===== config.mk =====
export PLATFORM = sky130hd
export DESIGN_NAME = spi_slave_fifo
export DESIGN_NICKNAME = d
export VERILOG_FILES = /design/src/rtl/spi_slave_fifo.sv
export SDC_FILE = /design/constraint.sdc
export NUM_CORES = 1
export LEC_CHECK = 0
export ABC_AREA = 1
export BUFFER_PORTS_ARGS = -buffer_cell sky130_fd_sc_hd__buf_2
export CORE_ASPECT_RATIO = 1.2
export CORE_MARGIN = 2
export CORE_UTILIZATION = 43
export CTS_BUF_LIST = sky130_fd_sc_hd__clkbuf_8
export DETAILED_ROUTE_END_ITERATION = 6
export SLEW_MARGIN = 25
export SYNTH_ARGS = -nofsm -noshare
export SYNTH_HDL_FRONTEND = slang
export SYNTH_SLANG_ARGS = --single-unit
export TNS_END_PERCENT = 10

===== constraint.sdc =====
create_clock -name clk -period 2.3 [get_ports clk]
set_input_delay 0.345 -clock clk [delete_from_list [all_inputs] [get_ports clk]]
set_output_delay 0.345 -clock clk [all_outputs]
set_load 0.1 [all_outputs]

===== src/rtl/spi_slave_fifo.sv =====
// spi_slave_fifo: full-duplex SPI slave in the fabric clock domain.
// Oversamples nCS/SCK/MOSI, assembles RX words into a small FWFT FIFO
// and shifts TX words out on MISO. All four SPI modes, either bit order.
module spi_slave_fifo #(
  parameter int WIDTH     = 16,
  parameter int DEPTH     = 4,
  parameter bit CPOL      = 1'b0,
  parameter bit CPHA      = 1'b0,
  parameter bit LSB_FIRST = 1'b0
) (
  input  logic             clk,
  input  logic             nreset,
  input  logic             nCS,
  input  logic             SCK,
  input  logic             MOSI,
  output logic             MISO,
  output logic             miso_oe,
  output logic             chip_selected,
  output logic [WIDTH-1:0] rx_data,
  output logic             rx_valid,
  input  logic             rx_ready,
  input  logic [WIDTH-1:0] tx_data,
  input  logic             tx_valid,
  output logic             tx_ready,
  output logic             new_transfer,
  output logic             transfer_done,
  output logic             rx_overflow,
  output logic             tx_underrun
);

  localparam int BW = $clog2(WIDTH);
  localparam int AW = $clog2(DEPTH);
  localparam logic [BW-1:0] LAST_BIT   = BW'(WIDTH - 1);
  localparam logic [AW:0]   FULL_COUNT = (AW + 1)'(DEPTH);
  localparam bit SAMPLE_ON_RISE = (CPOL == CPHA);

  logic [2:0]       ncs_sync_reg;
  logic [2:0]       sck_sync_reg;
  logic [1:0]       mosi_sync_reg;
  logic             ncs_fall, ncs_rise, sck_rise, sck_fall, active;
  logic             sample_edge, shift_edge, mosi_bit;
  logic [WIDTH-1:0] rx_shift_reg, rx_shift_next;
  logic [BW-1:0]    bitcnt_reg;
  logic             word_done;
  logic [WIDTH-1:0] tx_reg, tx_shifted, load_word;
  logic             load_pending_reg, skip_first_reg, do_load;
  logic             tx_ready_reg, tx_underrun_reg, new_transfer_reg, transfer_done_reg;
  logic [WIDTH-1:0] mem [DEPTH];
  logic [AW-1:0]    wr_ptr_reg, rd_ptr_reg;
  logic [AW:0]      count_reg;
  logic             fifo_full, do_pop, do_push, rx_overflow_reg;

  // Bring the asynchronous pins into clk; idle values avoid a false edge after reset
  always_ff @(posedge clk or negedge nreset) begin
    if (!nreset) begin
      ncs_sync_reg  <= 3'b111;
      sck_sync_reg  <= {3{CPOL}};
      mosi_sync_reg <= 2'b00;
    end else begin
      ncs_sync_reg  <= {ncs_sync_reg[1:0], nCS};
      sck_sync_reg  <= {sck_sync_reg[1:0], SCK};
      mosi_sync_reg <= {mosi_sync_reg[0], MOSI};
    end
  end

  // Edge detection on the two oldest stages; MOSI stage 1 lines up with SCK stage 1
  always_comb begin
    ncs_fall    = ncs_sync_reg[2] & ~ncs_sync_reg[1];
    ncs_rise    = ~ncs_sync_reg[2] & ncs_sync_reg[1];
    sck_rise    = ~sck_sync_reg[2] & sck_sync_reg[1];
    sck_fall    = sck_sync_reg[2] & ~sck_sync_reg[1];
    active      = ~ncs_sync_reg[2] & ~ncs_sync_reg[1];
    sample_edge = active & (SAMPLE_ON_RISE ? sck_rise : sck_fall);
    shift_edge  = active & (SAMPLE_ON_RISE ? sck_fall : sck_rise);
    mosi_bit    = mosi_sync_reg[1];
  end

  // Next RX shift value and end-of-word detect
  always_comb begin
    if (LSB_FIRST) rx_shift_next = {mosi_bit, rx_shift_reg[WIDTH-1:1]};
    else           rx_shift_next = {rx_shift_reg[WIDTH-2:0], mosi_bit};
    word_done = sample_edge && (bitcnt_reg == LAST_BIT);
  end

  // RX shift register and bit counter; deselect throws away a partial word
  always_ff @(posedge clk or negedge nreset) begin
    if (!nreset) begin
      rx_shift_reg <= '0;
      bitcnt_reg   <= '0;
    end else if (ncs_rise) begin
      rx_shift_reg <= '0;
      bitcnt_reg   <= '0;
    end else if (sample_edge) begin
      rx_shift_reg <= rx_shift_next;
      bitcnt_reg   <= (bitcnt_reg == LAST_BIT) ? '0 : bitcnt_reg + 1'b1;
    end
  end

  // TX load word (all-ones on underrun) and shifted value, filling with ones
  always_comb begin
    load_word = tx_valid ? tx_data : '1;
    if (LSB_FIRST) tx_shifted = {1'b1, tx_reg[WIDTH-1:1]};
    else           tx_shifted = {tx_reg[WIDTH-2:0], 1'b1};
    do_load = ncs_fall | (shift_edge & load_pending_reg);
  end

  // TX register: load on select and after each completed word, shift otherwise
  always_ff @(posedge clk or negedge nreset) begin
    if (!nreset) begin
      tx_reg           <= '1;
      load_pending_reg <= 1'b0;
      skip_first_reg   <= 1'b0;
    end else if (ncs_rise) begin
      load_pending_reg <= 1'b0;
      skip_first_reg   <= 1'b0;
    end else if (ncs_fall) begin
      tx_reg           <= load_word;
      load_pending_reg <= 1'b0;
      // With CPHA=1 bit 0 is already on MISO before the first shift edge
      skip_first_reg   <= CPHA;
    end else begin
      if (word_done) load_pending_reg <= 1'b1;
      if (shift_edge) begin
        if (load_pending_reg) begin
          tx_reg           <= load_word;
          load_pending_reg <= 1'b0;
        end else if (skip_first_reg) begin
          skip_first_reg <= 1'b0;
        end else begin
          tx_reg <= tx_shifted;
        end
      end
    end
  end

  // Registered status pulses
  always_ff @(posedge clk or negedge nreset) begin
    if (!nreset) begin
      tx_ready_reg      <= 1'b0;
      tx_underrun_reg   <= 1'b0;
      new_transfer_reg  <= 1'b0;
      transfer_done_reg <= 1'b0;
    end else begin
      tx_ready_reg      <= do_load & tx_valid;
      tx_underrun_reg   <= do_load & ~tx_valid;
      new_transfer_reg  <= ncs_fall;
      transfer_done_reg <= ncs_rise;
    end
  end

  // FIFO control: a pop in the same cycle frees the slot for a push into a full FIFO
  always_comb begin
    fifo_full = (count_reg == FULL_COUNT);
    do_pop    = rx_ready && (count_reg != '0);
    do_push   = word_done && (!fifo_full || do_pop);
  end

  // FIFO storage; contents are only meaningful under count_reg
  always_ff @(posedge clk) begin
    if (do_push) mem[wr_ptr_reg] <= rx_shift_next;
  end

  // FIFO pointers, occupancy and overflow pulse
  always_ff @(posedge clk or negedge nreset) begin
    if (!nreset) begin
      wr_ptr_reg      <= '0;
      rd_ptr_reg      <= '0;
      count_reg       <= '0;
      rx_overflow_reg <= 1'b0;
    end else begin
      rx_overflow_reg <= word_done & fifo_full & ~do_pop;
      if (do_push) wr_ptr_reg <= wr_ptr_reg + 1'b1;
      if (do_pop)  rd_ptr_reg <= rd_ptr_reg + 1'b1;
      case ({do_push, do_pop})
        2'b10:   count_reg <= count_reg + 1'b1;
        2'b01:   count_reg <= count_reg - 1'b1;
        default: count_reg <= count_reg;
      endcase
    end
  end

  // Output drive; rx_data is forced to zero while the FIFO is empty
  always_comb begin
    MISO          = LSB_FIRST ? tx_reg[0] : tx_reg[WIDTH-1];
    chip_selected = ~ncs_sync_reg[2];
    miso_oe       = chip_selected;
    rx_valid      = (count_reg != '0);
    rx_data       = rx_valid ? mem[rd_ptr_reg] : '0;
    tx_ready      = tx_ready_reg;
    tx_underrun   = tx_underrun_reg;
    new_transfer  = new_transfer_reg;
    transfer_done = transfer_done_reg;
    rx_overflow   = rx_overflow_reg;
  end

endmodule


==> results of run 1 <==
## layer usage
metal,track usage (%),up-vias
li1,-,1559
met1,19.9,1523
met2,26.8,70
met3,5.38,9
met4,6.08,0
met5,0,-
## power by group through the flow
| stage | Combinational, µW | Clock [µW] | Sequential, µW |
|---|---|---|---|
| 3_5_place_dp | 3300 | 0 | 2540 |
| 4_1_cts | 3420 | 1890 | 2500 |
| 2_1_floorplan | 2780 | 0 | 2550 |
| 6_report | 3430 | 1840 | 2500 |
| 5_1_grt | 3650 | 1990 | 2520 |
| 3_3_place_gp | 3250 | 0 | 2530 |
## timing repair
item | in CTS | in global routing
gates cloned | 0 | 0
endpoints found under the hold margin | 8 | 0
gates resized for setup | 14 | 6
setup endpoints to repair | 16 | 15
hold buffers | 2 | 0
## cell usage after synthesis
library cell	instances
o21ai_0	33
o221ai_1	15
buf_2	9
o21ai_4	1
o21a_1	1
xor2_1	4
o21ai_1	3
o22ai_1	13
nand2_1	51
buf_1	1
nand2_4	1
inv_1	36
dfrtp_1	37
nor2_4	1
buf_4	3
edfxtp_1	64
a21oi_1	20
nor2_1	83
ha_1	5
nand3_2	1
inv_2	3
clkbuf_1	4
a21oi_2	1
nand3_1	6
dfstp_2	19
fa_1	1
nand2_2	5
buf_6	2
## how the worst max path moves through the flow
stage | end | slack [ns] | cells past startpoint
after global placement | rx_data[12] | 0.37 | 4
final | rx_data[12] | 0.11 | 6
after CTS | rx_data[0] | 0.004 | 5
after floorplan | rx_data[0] | 0.12 | 5
after global routing | rx_data[3] | -0.04 | 5
after detailed placement | rx_data[12] | 0.30 | 4
## area by class of cell
cell class | count | area share, %
sequential | 120 | 57.2
timing repair buffer | 62 | 7.12
clock inverter | 14 | 2.46
tap | 132 | 2.82
clock buffer | 18 | 4.23
inverter | 39 | 2.54
multi-input combinational | 245 | 23.6
## stage by stage
stage                     std cells  total power [µW]  utilization (%)  hold slack [ns]
after global placement          596              5790             49.0            0.331
after global routing            630              8160             53.3          0.00537
after floorplan                 423              5330                -           0.0494
after CTS                       630              7810             53.1          0.00314
after detailed placement        596              5830             49.0            0.335
final                           630              7770             53.3           0.0322
## critical path, cell delays in order (launching register included)
cell,delay [ns]
dfrtp_1,0.42
buf_6,0.22
nor2_1,0.07
nor2_1,0.07
o21ai_0,0.16
a21oi_4,0.18
buf_4,0.30
## cells by family (layout without fill, tap and decap cells)
| logic type | after synthesis | count (layout) | share of synthesized area [%] |
|---|---|---|---|
| buf+inv | 58 | 133 | 5.27 |
| flops | 120 | 120 | 69.1 |
| simple gates | 148 | 148 | 12.3 |
| xor+xnor | 4 | 4 | 0.723 |
| fa+ha+maj | 6 | 6 | 1.71 |
| compound gates | 87 | 87 | 10.9 |
==> metrics.yaml, run 1 <==
dr.pass1.iters: 5
cts_tree: "built"
crit_path_start: "rd_ptr_reg[0]$_DFFE_PN0P_"
cp-start-kind: "flip-flop"
wl_met1_um: 3970
port_buffers: 47
place_area_mm2: 0.00539
wl_per_cell_um: 14.2
wl_um: 8970
max_freq_ghz: 0.458
hpwl_um: 5850
maxCapViolations: 0
avgSynthCellArea_um2: 11.4
io_pins: 48
largest_register_ff_count: 64
p_comb_share_pct: 44.1
antenna_found_initial: 0
final_area_mm2: 0.00585
die_w_um: 101
core.rowCount: 42
final_common_cell: "nor2_1"
clkPwrFrac_pct: 23.7
worst_ep_required_time_ns: 1.96
pwr_density_cell_mw_per_mm2: 1330
multi_input_area_mm2: 0.00138
overflow: 0
peakVddDrop_mv: 0.879
grt_pass1_wl_um: 15100
hp-start: "MOSI"
grt_usage_pct: 16.3
yosys_warnings: 0
synthToLayoutAreaGrowth_pct: 20.9
endpoint_kind: "output port"
yosysUniqueCellTypes: 28
die_area_mm2: 0.0121
fill_cells: 948
ys_ff_latch: 120
synth.area.top_cells: "edfxtp_1, dfrtp_1, dfstp_2, nor2_1, nand2_1"
critPathMaxFanout: 22
seq_area_frac_synth_pct: 69.1
fin_nets: 514
cellInternalPower_uw: 4320
antenna_left: 0
netlist.top_cell.by_area: "edfxtp_1"
syn_area_mm2: 0.00484
arrival_ns: 1.84
worstHoldPathType: "in2reg"
grt_pass1_vias: 3136
num_vias: 3161
rsz0062_at_grt: "true"
p_sw_share_pct: 44.4
synthCells: 423
tns_ns: 0
ctsHtreeMaxLevel: 4
tightest_slew_ns: 0.737
synth.top_cell.area_share_pct: 39.7
reg2reg_setup_slack_ns: 0.42
final_cell_mix: "nor2_1, edfxtp_1, nand2_1"
gp_congestion: 0.731
die_h_um: 120
fin_ws_ns: 0.115
wl_met3_um: 404
start_util_pct: 44.1
detail_route.iter0.violations: 136
drv_slew: 0
pre_cts_ws_ns: 0.298
worst_hold_path.endpoint: "mosi_sync_reg[0]$_DFF_PN0_"
cts_sinks: 120
worstSkewPairLatency_ns: 0.42
grt_max_degree: 36
avgViaCountPerCell: 5.02
cts_setup_buffers: 0
cts_root_buffer: "clkbuf_8"
relSlewSlack_pct: 50.9
ctsLongestPathBuffers: 2
diodes: 0
p_seq_share_pct: 32.2
regArea_mm2: 0.00335
fin_skew_ns: 0.00961
clk_pin_slew_ns: 0.07
reg2reg_to: "count_reg[2]$_DFFE_PN0P_"
cts_buffers: 17
rr_startpoint: "bitcnt_reg[0]$_DFFE_PN0P_"
critPathKind: "reg2out"
core_area_mm2: 0.0110
finalHoldViolations: 0
p_leak_uw: 0.00242
status: "finished clean"
reg2reg_depth: 12
drive_gt1_share_pct: 27.1
wl_met2_um: 4500
highest-signal-layer: "met4"
syn_nets: 452
holdPathStages: 1
period_needed_ns: 2.19
drc: 0
p_sw_uw: 3450
setup_viol: 0
finalCritPeriodShare_pct: 95.0
Note: power is estimated with default switching activity, not from simulation.
==> inputs of run 2 (changes only) <==
Settings changed: BUFFER_PORTS_ARGS -buffer_cell sky130_fd_sc_hd__buf_2 to -buffer_cell sky130_fd_sc_hd__clkbuf_2.
==> run 2 against run 1 <==
Effect of this change: clock-buffer cell count up 3; sequential share of layout area down 1.8 points; die area unchanged; utilization up 1.8 points; clock skew about the same; non-clock buffer count down 1; power up 7.8%; worst hold slack better by 0.0035 ns; critical path depth unchanged; critical endpoint is now rx_data[11]; largest cell class unchanged.
==> metrics.yaml, run 2 (same netlist as run 1, synthesis figures left out) <==
status: "finished clean"
grt_max_degree: 57
critPathKind: "reg2out"
fin_skew_ns: 0.00916
drv_slew: 0
timing.critical_path.buf_inv: 2
fill_cells: 927
cpPeakStageDelay_ns: 0.42
die_h_um: 120
finalCritPeriodShare_pct: 93.5
p_total_uw: 8380
core_area_mm2: 0.0110
cp_slowest_cell: "dfrtp_1"
avgViaCountPerCell: 5.04
crit_family: "buffers and inverters"
final_cell_mix: "nor2_1, edfxtp_1, nand2_1"
tightest_slew_ns: 0.649
worstHoldPathType: "in2reg"
relSlewSlack_pct: 56.7
maxCapViolations: 0
cts_sinks: 120
port_buffers: 47
worst_ep_required_time_ns: 1.96
detail_route.iter0.violations: 171
arrival_ns: 1.81
post-route-util_pct: 55.1
overflow: 0
die_area_mm2: 0.0121
setup_viol: 0
largest_register_ff_count: 64
cts_root_buffer: "clkbuf_8"
critPathMaxFanout: 33
wl_per_cell_um: 14.4
finalHoldViolations: 0
antenna_found_initial: 0
core.rowCount: 42
max_freq_ghz: 0.465
final_common_cell: "nor2_1"
fin_ws_ns: 0.149
drive_gt1_share_pct: 26.8
pwr_density_cell_mw_per_mm2: 1390
grt_usage_pct: 16.9
ctsHtreeMaxLevel: 4
pre_cts_ws_ns: 0.464
p_leak_uw: 0.00251
crit_top_cell: "nor2_1"
grt_pass1_wl_um: 15600
cts_setup_buffers: 0
place_area_mm2: 0.00563
hpwl_um: 5710
drc: 0
diodes: 0
io_pins: 48
antenna_left: 0
cts_buffers: 17
synthToLayoutAreaGrowth_pct: 24.9
worstSkewPairLatency_ns: 0.42
endpoint_kind: "output port"
cp_cell_sequence: "buf_8 > nor2_1 > nor2_1 > o21ai_0 > a21oi_4 > buf_12"
dr.pass1.iters: 4
period_needed_ns: 2.15
num_vias: 3171
wl_um: 9060
tns_ns: 0
fin_nets: 513
grt_pass1_vias: 3197
cts_tree: "built"
die_w_um: 101
gp_congestion: 0.695
final_area_mm2: 0.00605
start_util_pct: 44.1
rsz0062_at_grt: "false"
clk_pin_slew_ns: 0.07
cp-start-kind: "flip-flop"
ctsLongestPathBuffers: 2
peakVddDrop_mv: 0.573
-- run 2: cell count changes in the layout (fill, tap and decap cells not counted), moves of 2 or more --
cell	change
buf_4	-13
buf_6	-3
clkinv_1	-2
clkbuf_8	+3
clkbuf_4	-3
buf_2	-31
inv_1	+3
buf_12	+17
clkbuf_2	+31
-- run 2: layout make-up --
class                   instances  area [µm²]  area share [%]
multi-input cells             245        1380            22.9
inverters                      39         149            2.46
repair buffers                 61         618            10.2
flip-flops and latches        120        3350            55.3
well taps                     132         165            2.73
clock buffers                  21         289            4.78
clock inverters                11        96.3            1.59
-- run 2: routing by layer --
layer	GRT usage [%]	wire length (µm)	vias up	part of all wire, %
met1	20.0	3770	1513	42
met2	28.9	4690	83	52
met5	0	0	-	0
met4	6.93	147	0	1.6
li1	-	-	1560	-
met3	4.68	454	15	5.0
-- run 2: power by group --
group / total, µW / internal (µW) / switching [µW]
logic: 4100 / 1360 / 2740
clock network: 1780 / 1050 / 734
registers: 2500 / 2420 / 86.7
-- run 2: worst paths after layout --
kind                                       startpoint                    endpoint  slack [ns]  depth (start not counted)
max                         rd_ptr_reg[0]$_DFFE_PN0P_                 rx_data[11]        0.15                          6
max in group asynchronous                      nreset   ncs_sync_reg[0]$_DFF_PN1_        1.53                          3
max reg2reg                 bitcnt_reg[0]$_DFFE_PN0P_    count_reg[2]$_DFFE_PN0P_        0.45                         12
min                                              MOSI  mosi_sync_reg[0]$_DFF_PN0_        0.04                          1
min in group asynchronous                      nreset          tx_ready$_DFF_PN0_        0.46                          3
min reg2reg                mosi_sync_reg[0]$_DFF_PN0_  mosi_sync_reg[1]$_DFF_PN0_        0.35                          0
-- run 2: metrics by stage --
step | hold WS [ns] | cells
after floorplan | 0.0494 | 423
after global placement | 0.333 | 595
after detailed placement | 0.335 | 595
after CTS | 0.0140 | 629
after global routing | 0.00126 | 629
final | 0.0357 | 629
-- run 2: what timing repair did --
item / CTS / global route
endpoints found under the hold margin: 38 / 0
endpoints found under the setup margin: 0 / 15
hold buffers: 2 / 0
gates resized for setup: 0 / 4
==> inputs of run 3 (changes only) <==
==> constraint.sdc (replaced) <==
create_clock -name clk -period 2.3 [get_ports clk]
set_input_delay 0 -clock clk [delete_from_list [all_inputs] [get_ports clk]]
set_output_delay 0 -clock clk [all_outputs]
set_load 0.1 [all_outputs]
==> run 3 against run 2 <==
Effect of this change: design area decreased by 3.8%; largest power group unchanged; clock-buffer cell count decreased by 4; final cell count is 3.0% higher; routed wire length is 2.3% higher; power is 15% lower; critical endpoint is now rx_data[4].
==> metrics.yaml, run 3 (same netlist as run 1, synthesis figures left out) <==
tightest_slew_ns: 0.778
overflow: 0
clk_pin_slew_ns: 0.07
timing.critical_path.buf_inv: 3
dr.pass1.iters: 6
max_freq_ghz: 0.496
maxCapViolations: 0
critPathMaxFanout: 12
drive_gt1_share_pct: 24.6
die_h_um: 120
grt_usage_pct: 17.1
final_cell_mix: "nor2_1, edfxtp_1, nand2_1"
cts_tree: "built"
ctsLongestPathBuffers: 2
synthToLayoutAreaGrowth_pct: 20.2
pwr_density_cell_mw_per_mm2: 1230
port_buffers: 47
endpoint_kind: "output port"
die_area_mm2: 0.0121
wl_per_cell_um: 14.3
worstSkewPairLatency_ns: 0.42
rsz0062_at_grt: "false"
arrival_ns: 2.01
wl_um: 9270
peakVddDrop_mv: 0.701
fin_nets: 532
cp_cell_sequence: "nor2_1 > nand2_1 > inv_1 > buf_4 > a21oi_1 > clkbuf_2"
worstHoldPathType: "in2async"
start_util_pct: 44.1
reg2reg_setup_slack_ns: 0.40
detail_route.iter0.violations: 169
multi_input_area_mm2: 0.00128
pre_cts_ws_ns: 0.419
worst_ep_required_time_ns: 2.30
drc: 0
fin_skew_ns: 0.0125
regArea_mm2: 0.00335
relSlewSlack_pct: 48.1
cp-start-kind: "flip-flop"
cts_sinks: 120
setup_viol: 0
period_needed_ns: 2.01
ctsHtreeMaxLevel: 4
drv_slew: 0
grt_pass1_vias: 3315
grt_max_degree: 34
finalHoldViolations: 0
fin_ws_ns: 0.285
crit_family: "buffers and inverters"
cts_root_buffer: "clkbuf_8"
diodes: 0
post-route-util_pct: 53.0
largest_register_ff_count: 64
p_leak_uw: 0.00244
instances_no_fill: 648
grt_pass1_wl_um: 15800
gp_congestion: 0.772
num_vias: 3212
hpwl_um: 5870
cp_slowest_cell: "dfrtp_1"
io_pins: 48
antenna_left: 0
final_common_cell: "nor2_1"
cpPeakStageDelay_ns: 0.41
cts_buffers: 17
status: "finished clean"
die_w_um: 101
core_area_mm2: 0.0110
p_total_uw: 7160
critPathKind: "reg2out"
avgViaCountPerCell: 4.96
core.rowCount: 42
fin_hold_ws_ns: 0.209
placedCellCount: 594
finalCritPeriodShare_pct: 87.6
antenna_found_initial: 0
fill_cells: 936
[run 3: changes by cell type in the layout (fill, tap and decap cells not counted), moves of 6 or more]
cell           before  now
dlygate4sd3_1       2   22
buf_12             18    1
clkinv_2            2    9
a21oi_4            10    0
clkbuf_2           31   46
a21oi_1             4   10
[run 3: layout make-up]
class | count | share of cell area [%]
Timing Repair Buffer | 80 | 9.46
Inverter | 39 | 2.54
Tap cell | 132 | 2.84
Sequential cell | 120 | 57.5
Clock buffer | 17 | 4.02
Clock inverter | 15 | 1.66
Multi-Input combinational cell | 245 | 22.0
[run 3: metal layers]
layer  up-vias  global-route usage [%]  share of wire, %
met5         -                       0                 0
li1       1599                       -                 -
met3         2                    4.91               3.9
met4         0                    6.16              0.30
met1      1538                    20.5                43
met2        73                    29.2                52
[run 3: final timing paths]
check | from | end | cells past startpoint
min reg2reg | sck_sync_reg[0]$_DFF_PN0_ | sck_sync_reg[1]$_DFF_PN0_ | 0
max reg2reg | bitcnt_reg[0]$_DFFE_PN0P_ | count_reg[2]$_DFFE_PN0P_ | 12
max | count_reg[0]$_DFFE_PN0P_ | rx_data[4] | 6
min in group clk | nCS | ncs_sync_reg[0]$_DFF_PN1_ | 2
max in group asynchronous | nreset | tx_reg[6]$_DFFE_PN1P_ | 3
min | nreset | rx_overflow$_DFF_PN0_ | 2
[run 3: metrics by stage]
step	instance area [µm²]	setup TNS, ns
5_1_grt	5820	0
4_1_cts	5820	0
2_1_floorplan	4880	-5.06
3_5_place_dp	5270	0
3_3_place_gp	5270	0
6_report	5820	0
[run 3: repair_timing]
action | 4_1_cts | 5_1_grt
hold endpoints to repair | 37 | 0
resized for setup | 0 | 2
buffers inserted | 0 | 0
endpoints found under the setup margin | 0 | 1
hold buffers | 22 | 0
[run 3: worst reg2reg max path: stages (launching register included)]
cell and delay, ns:
dfrtp_1 0.41, ha_1 0.24, nand3_1 0.15, inv_1 0.09
nand2_2 0.10, nand2_2 0.08, fa_1 0.40, inv_1 0.07
nand2_1 0.06, nand2_1 0.06, nand2_1 0.05, nand2_1 0.05
inv_1 0.04
[run 3: power by group]
group	switching, µW	total, µW	leakage [µW]	internal [µW]
sequential	84.3	2500	0.00126	2420
combinational	2490	3090	0.000995	591
clock	761	1580	0.000187	814
